**src/rtl/toy_lsu_pkg.sv**
```systemverilog
// Shared types and helpers for the LSU-to-memory bridge.
//   size_e  : request access size encoding (3 is illegal, not an enum member)
//   state_e : bridge control states
//   align_err() : flags illegal size or an address not aligned to the size
package toy_lsu_pkg;

    typedef enum logic [1:0] {
        SZ_B = 2'd0,
        SZ_H = 2'd1,
        SZ_W = 2'd2
    } size_e;

    typedef enum logic [1:0] {
        IDLE,
        LD_WAIT,
        RESP
    } state_e;

    function automatic logic align_err(input logic [1:0] size, input logic [1:0] off);
        logic err;
        case (size)
            SZ_B:    err = 1'b0;
            SZ_H:    err = off[0];
            SZ_W:    err = (off != 2'b00);
            default: err = 1'b1;
        endcase
        return err;
    endfunction

endpackage

```
**src/rtl/toy_lsu_mem_bridge_align.sv**
```systemverilog
// Combinational lane logic for a 32-bit, 4-lane memory word.
// Ports:
//   st_size/st_off/st_wdata  -> st_byte_en/st_data : store enables and lane-replicated data
//   ld_size/ld_off/ld_unsigned/ld_rdata -> ld_data : selected load lane, zero/sign extended
module toy_lsu_align
    import toy_lsu_pkg::*;
(
    input  logic [1:0]  st_size,
    input  logic [1:0]  st_off,
    input  logic [31:0] st_wdata,
    output logic [3:0]  st_byte_en,
    output logic [31:0] st_data,
    input  logic [1:0]  ld_size,
    input  logic [1:0]  ld_off,
    input  logic        ld_unsigned,
    input  logic [31:0] ld_rdata,
    output logic [31:0] ld_data
);

    logic signed [7:0]  lane_b;
    logic signed [15:0] lane_h;

    // Replicating the data into every lane lets the byte enables alone pick the target lane.
    always_comb begin
        st_byte_en = 4'b0000;
        st_data    = st_wdata;
        case (st_size)
            SZ_B: begin
                st_byte_en = 4'b0001 << st_off;
                st_data    = {4{st_wdata[7:0]}};
            end
            SZ_H: begin
                st_byte_en = 4'b0011 << st_off;
                st_data    = {2{st_wdata[15:0]}};
            end
            SZ_W:    st_byte_en = 4'b1111;
            default: st_byte_en = 4'b0000;
        endcase
    end

    always_comb begin
        lane_b  = ld_rdata[{ld_off, 3'b000} +: 8];
        lane_h  = ld_rdata[{ld_off[1], 4'b0000} +: 16];
        ld_data = ld_rdata;
        case (ld_size)
            SZ_B:    ld_data = ld_unsigned ? {24'b0, lane_b} : 32'(lane_b);
            SZ_H:    ld_data = ld_unsigned ? {16'b0, lane_h} : 32'(lane_h);
            default: ld_data = ld_rdata;
        endcase
    end

endmodule

```
**src/rtl/toy_lsu_mem_bridge.sv**
```systemverilog
// Load/store bridge from the LSU valid/ready request channel to a single-port
// word-addressed memory with 1-cycle registered read. One request in flight.
// Ports:
//   clk, rst            : clock, asynchronous active-high reset
//   req_*               : request channel (byte address, store flag, size, unsigned, store data)
//   resp_*              : response channel (extended load data, alignment/size error)
//   mem_*               : memory port; driven only during an accepted, legal request in IDLE
module toy_lsu_mem_bridge
    import toy_lsu_pkg::*;
#(
    parameter int ADDR_WIDTH = 32,
    parameter int DATA_WIDTH = 32
)
(
    input  logic                    clk,
    input  logic                    rst,
    input  logic                    req_vld,
    output logic                    req_rdy,
    input  logic [ADDR_WIDTH-1:0]   req_addr,
    input  logic                    req_wr,
    input  logic [1:0]              req_size,
    input  logic                    req_unsigned,
    input  logic [DATA_WIDTH-1:0]   req_wdata,
    output logic                    resp_vld,
    input  logic                    resp_rdy,
    output logic [DATA_WIDTH-1:0]   resp_rdata,
    output logic                    resp_err,
    output logic                    mem_en,
    output logic [ADDR_WIDTH-1:0]   mem_addr,
    input  logic [DATA_WIDTH-1:0]   mem_rd_data,
    output logic [DATA_WIDTH-1:0]   mem_wr_data,
    output logic [DATA_WIDTH/8-1:0] mem_wr_byte_en,
    output logic                    mem_wr_en
);

    state_e                  state, next_state;
    logic                    accept;
    logic                    req_err;
    logic [DATA_WIDTH/8-1:0] st_be;
    logic [DATA_WIDTH-1:0]   st_data;
    logic [DATA_WIDTH-1:0]   ld_data;
    logic [1:0]              ld_off_p1;
    logic [1:0]              ld_size_p1;
    logic                    ld_unsigned_p1;

    assign req_rdy  = (state == IDLE);
    assign resp_vld = (state == RESP);
    // rst gates the handshake so the memory port stays quiet while reset is held.
    assign accept   = req_vld && (state == IDLE) && !rst;
    assign req_err  = align_err(req_size, req_addr[1:0]);

    toy_lsu_align u_align (
        .st_size     (req_size),
        .st_off      (req_addr[1:0]),
        .st_wdata    (req_wdata),
        .st_byte_en  (st_be),
        .st_data     (st_data),
        .ld_size     (ld_size_p1),
        .ld_off      (ld_off_p1),
        .ld_unsigned (ld_unsigned_p1),
        .ld_rdata    (mem_rd_data),
        .ld_data     (ld_data)
    );

    always_ff @(posedge clk or posedge rst) begin
        if (rst) state <= IDLE;
        else     state <= next_state;
    end

    always_comb begin
        next_state     = state;
        mem_en         = 1'b0;
        mem_wr_en      = 1'b0;
        mem_addr       = '0;
        mem_wr_data    = '0;
        mem_wr_byte_en = '0;
        case (state)
            IDLE: begin
                if (accept) begin
                    if (req_err) begin
                        next_state = RESP;
                    end else begin
                        mem_en   = 1'b1;
                        mem_addr = {2'b00, req_addr[ADDR_WIDTH-1:2]};
                        if (req_wr) begin
                            mem_wr_en      = 1'b1;
                            mem_wr_data    = st_data;
                            mem_wr_byte_en = st_be;
                            next_state     = RESP;
                        end else begin
                            next_state = LD_WAIT;
                        end
                    end
                end
            end
            LD_WAIT: next_state = RESP;
            RESP:    if (resp_rdy) next_state = IDLE;
            default: next_state = IDLE;
        endcase
    end

    // Stage 1 boundary: load attributes held for lane extraction in LD_WAIT.
    always_ff @(posedge clk) begin
        if (accept && !req_wr) begin
            ld_off_p1      <= req_addr[1:0];
            ld_size_p1     <= req_size;
            ld_unsigned_p1 <= req_unsigned;
        end
    end

    // Response registers: cleared on accept (stores/errors carry zero data),
    // then loaded with extended read data in LD_WAIT; untouched while in RESP.
    always_ff @(posedge clk or posedge rst) begin
        if (rst) begin
            resp_rdata <= '0;
            resp_err   <= 1'b0;
        end else if (accept) begin
            resp_rdata <= '0;
            resp_err   <= req_err;
        end else if (state == LD_WAIT) begin
            resp_rdata <= ld_data;
        end
    end

endmodule

```
**config.mk**
```make
export PLATFORM = sky130hd
export DESIGN_NAME = toy_lsu_mem_bridge
export DESIGN_NICKNAME = d
export VERILOG_FILES = /design/src/rtl/toy_lsu_pkg.sv /design/src/rtl/toy_lsu_mem_bridge_align.sv /design/src/rtl/toy_lsu_mem_bridge.sv
export SDC_FILE = /design/constraint.sdc
export NUM_CORES = 1
export LEC_CHECK = 0
export ABC_AREA = 1
export CORE_AREA = 2 2 81 83
export CTS_CLUSTER_SIZE = 25
export DETAILED_ROUTE_END_ITERATION = 8
export DIE_AREA = 0 0 83 85
export DONT_BUFFER_PORTS = 1
export GPL_ROUTABILITY_DRIVEN = 1
export PLACE_DENSITY_LB_ADDON = 0.25
export RECOVER_POWER = 25
export SLEW_MARGIN = 20
export SYNTH_ARGS = -nofsm -noshare
export SYNTH_HDL_FRONTEND = slang
export SYNTH_SLANG_ARGS = --single-unit
export TNS_END_PERCENT = 10
```
**constraint.sdc**
```tcl
create_clock -name clk -period 5.2 [get_ports clk]
set_input_delay 0.52 -clock clk [delete_from_list [all_inputs] [get_ports clk]]
set_output_delay 0.52 -clock clk [all_outputs]
set_load 0.01 [all_outputs]
```
==> results.cfg <==
[floorplanning]
start_util_pct = 49.6
dieArea_mm2 = 0.00706
ios = 209
rows = 29
die_w_um = 83
dieHeight_um = 85
coreArea_mm2 = 0.00620

[finish]
finalNonFillerCells = 559
final_cell_mix = 152 x nand2_1, 88 x nor2_1, 75 x inv_1
nets = 585
fill_cells = 678
area_growth_pct = 1.87
layout_commonest_cell = nand2_1
drive_above_1_share_pct = 8.09
num_antenna_cells = 0
final_util_pct = 50.5

[grt]
antenna_found_initial = 0
grtUsageMet2_pct = 42.3
grt_overflow = 0
grt_pass1_wl_um = 13800
gr-max-usage-layer = met2
first_global_vias = 2703
met3_usage_pct = 5.93
gr-usage-met1_pct = 29.5
grt_usage_pct = 24.1
grt_max_degree = 37

[critical_path]
endpoint_kind = primary output
r2r_end = resp_rdata[30]
ff2ff_setup_slack_ns = 2.97
crit_path_start_kind = primary input
crit_type = primary input to primary output
required_ns = 4.68
r2r-start = ld_size_p1[1]
crit_fanout = 36
worst_ep_arrival_time_ns = 2.42
worstRegToRegCells = 9

[drt]
drtIter0Drc = 187
vias = 2987
ant_nets = 0
wl_per_cell_um = 15.8
via_per_inst = 5.34
firstDrtPassIters = 5
wl_um = 8820
drc = 0

[run]
cap_violations = 0

[sta]
relSlewSlack_pct = 44.6
rsz0062_at_grt = false
final_max_slew_viol_count = 0
max_freq_mhz = 341
finalCritPeriodShare_pct = 56.5
finalWorstSetupSlack_ns = 2.26
min_period_ns = 2.94
tightestPinTransition_ns = 0.832
hold_violations = 0
clock_skew_ns = 0.00637
tns_ns = 0
setup_viol = 0

[placed_design]
port_buffers = 0
place.gp.congestion = 0.821
dpl.hpwl_um = 6960
dp_cells = 551
post-place-ws_ns = 2.24

[worst_hold_path]
min_path_type = primary input to asynchronous set/reset pin

[power]
p_int_w = 0.000486
leakage_nw = 1.85
swShare_pct = 32.2
seq_power_share_pct = 51.8
p_sw_w = 0.000231
clockPowerShare_pct = 29.7
pwr-share-comb_pct = 18.5
powerDensity_mw_per_mm2 = 229
vdd_drop_max_mv = 0.103

[cts]
cts_resized = 0
cts-root-buf = clkbuf_8
clock-sinks = 40
clockBufferDepth = 2
cts_buffers = 5
clk_latency_ns = 0.29
h-tree-depth = 2
cts_tree = built
cts_hold_buf = 0
post_cts_buffers = 0
clkTransAtPathRegs_ns = 0.08

[synthesis]
avgSynthCellArea_um2 = 6.22
synth_cells = 495
netlist_area_mm2 = 0.00308
seq_area_frac_synth_pct = 33.3
ys_types = 31
yosysWarningCount = 0
yosys_register_bits = 40

[outcome]
outcome = finished clean
-- state kept, by name, indices dropped and copies added, names as in the netlist --
signal          cells
ld_off_p1           2
ld_size_p1          2
ld_unsigned_p1      1
resp_err            1
resp_rdata         32
state               2
-- worst max-delay path: stages --
cell and delay [ns]:
inv_1 0.03, buf_4 0.40, nand2_1 0.16, nor2_4 0.18, nand3_4 0.31, nor2_8 0.29, inv_2 0.18, nor3_1 0.32
-- per-stage QoR --
stage          area (um2)  total power, W  hold slack, ns
2_1_floorplan        3080        0.000492           0.512
3_3_place_gp         3040        0.000509           0.531
3_5_place_dp         3040        0.000512           0.535
4_1_cts              3140        0.000725           0.234
5_1_grt              3140        0.000759           0.277
6_report             3140        0.000718           0.226
-- final cells by class --
| class | instances | area, um2 | area share, % |
|---|---|---|---|
| Multi-Input combinational cell | 351 | 1600 | 50.9 |
| Tap cell | 77 | 96.3 | 3.07 |
| Inverter | 81 | 309 | 9.86 |
| Clock buffer | 6 | 82.6 | 2.63 |
| Clock inverter | 2 | 10.0 | 0.319 |
| Timing Repair Buffer | 2 | 15.0 | 0.479 |
| Sequential cell | 40 | 1030 | 32.7 |
-- logic make-up (layout without fill, tap and decap cells) --
logic type / Yosys count / count (layout) / share of synthesized area [%]
AND/OR/NAND/NOR: 280 / 280 / 39.8
buffers and inverters: 105 / 91 / 14.9
AO/OA/AOI/OAI: 69 / 69 / 11.8
flip-flops: 40 / 40 / 33.3
other: 1 / 2 / 0.122
-- per-layer routing --
layer,vias up,wire (um)
li1,1473,-
met2,154,4450
met5,-,0
met4,0,159
met3,12,758
met1,1348,3440
-- synthesized netlist by cell type (all sizes together) --
cell / number / area [um2]
nand2: 157 / 617
or2: 1 / 6.26
o22ai: 8 / 50.1
dfrtp: 35 / 876
buf: 18 / 128
clkbuf: 6 / 22.5
conb: 1 / 3.75
edfxtp: 5 / 150
a21oi: 20 / 104
nand3: 27 / 198
nand4: 1 / 6.26
o21ai: 40 / 200
o2bb2ai: 1 / 8.76
nor3: 1 / 5.00
clkinv: 1 / 8.76
inv: 80 / 300
nor2: 93 / 394
-- power by group through the flow --
stage	Combinational, W	Clock, W	Sequential [W]
global placement	0.000131	0	0.000378
detailed placement	0.000133	0	0.000379
finish	0.000132	0.000213	0.000372
global route	0.000153	0.000232	0.000375
CTS	0.000134	0.000219	0.000372
floorplan	0.000122	0	0.000370
-- worst max path at each step --
stage / startpoint / end / depth (start not counted) / slack [ns]
6_report: rst / mem_wr_data[31] / 8 / 2.26
3_3_place_gp: rst / mem_wr_data[31] / 8 / 2.28
4_1_cts: rst / mem_wr_data[31] / 8 / 2.22
3_5_place_dp: rst / mem_wr_data[31] / 8 / 2.24
2_1_floorplan: rst / mem_wr_byte_en[0] / 8 / 2.36
5_1_grt: rst / mem_wr_data[31] / 8 / 2.01
Power figures use the tool's default switching activity.
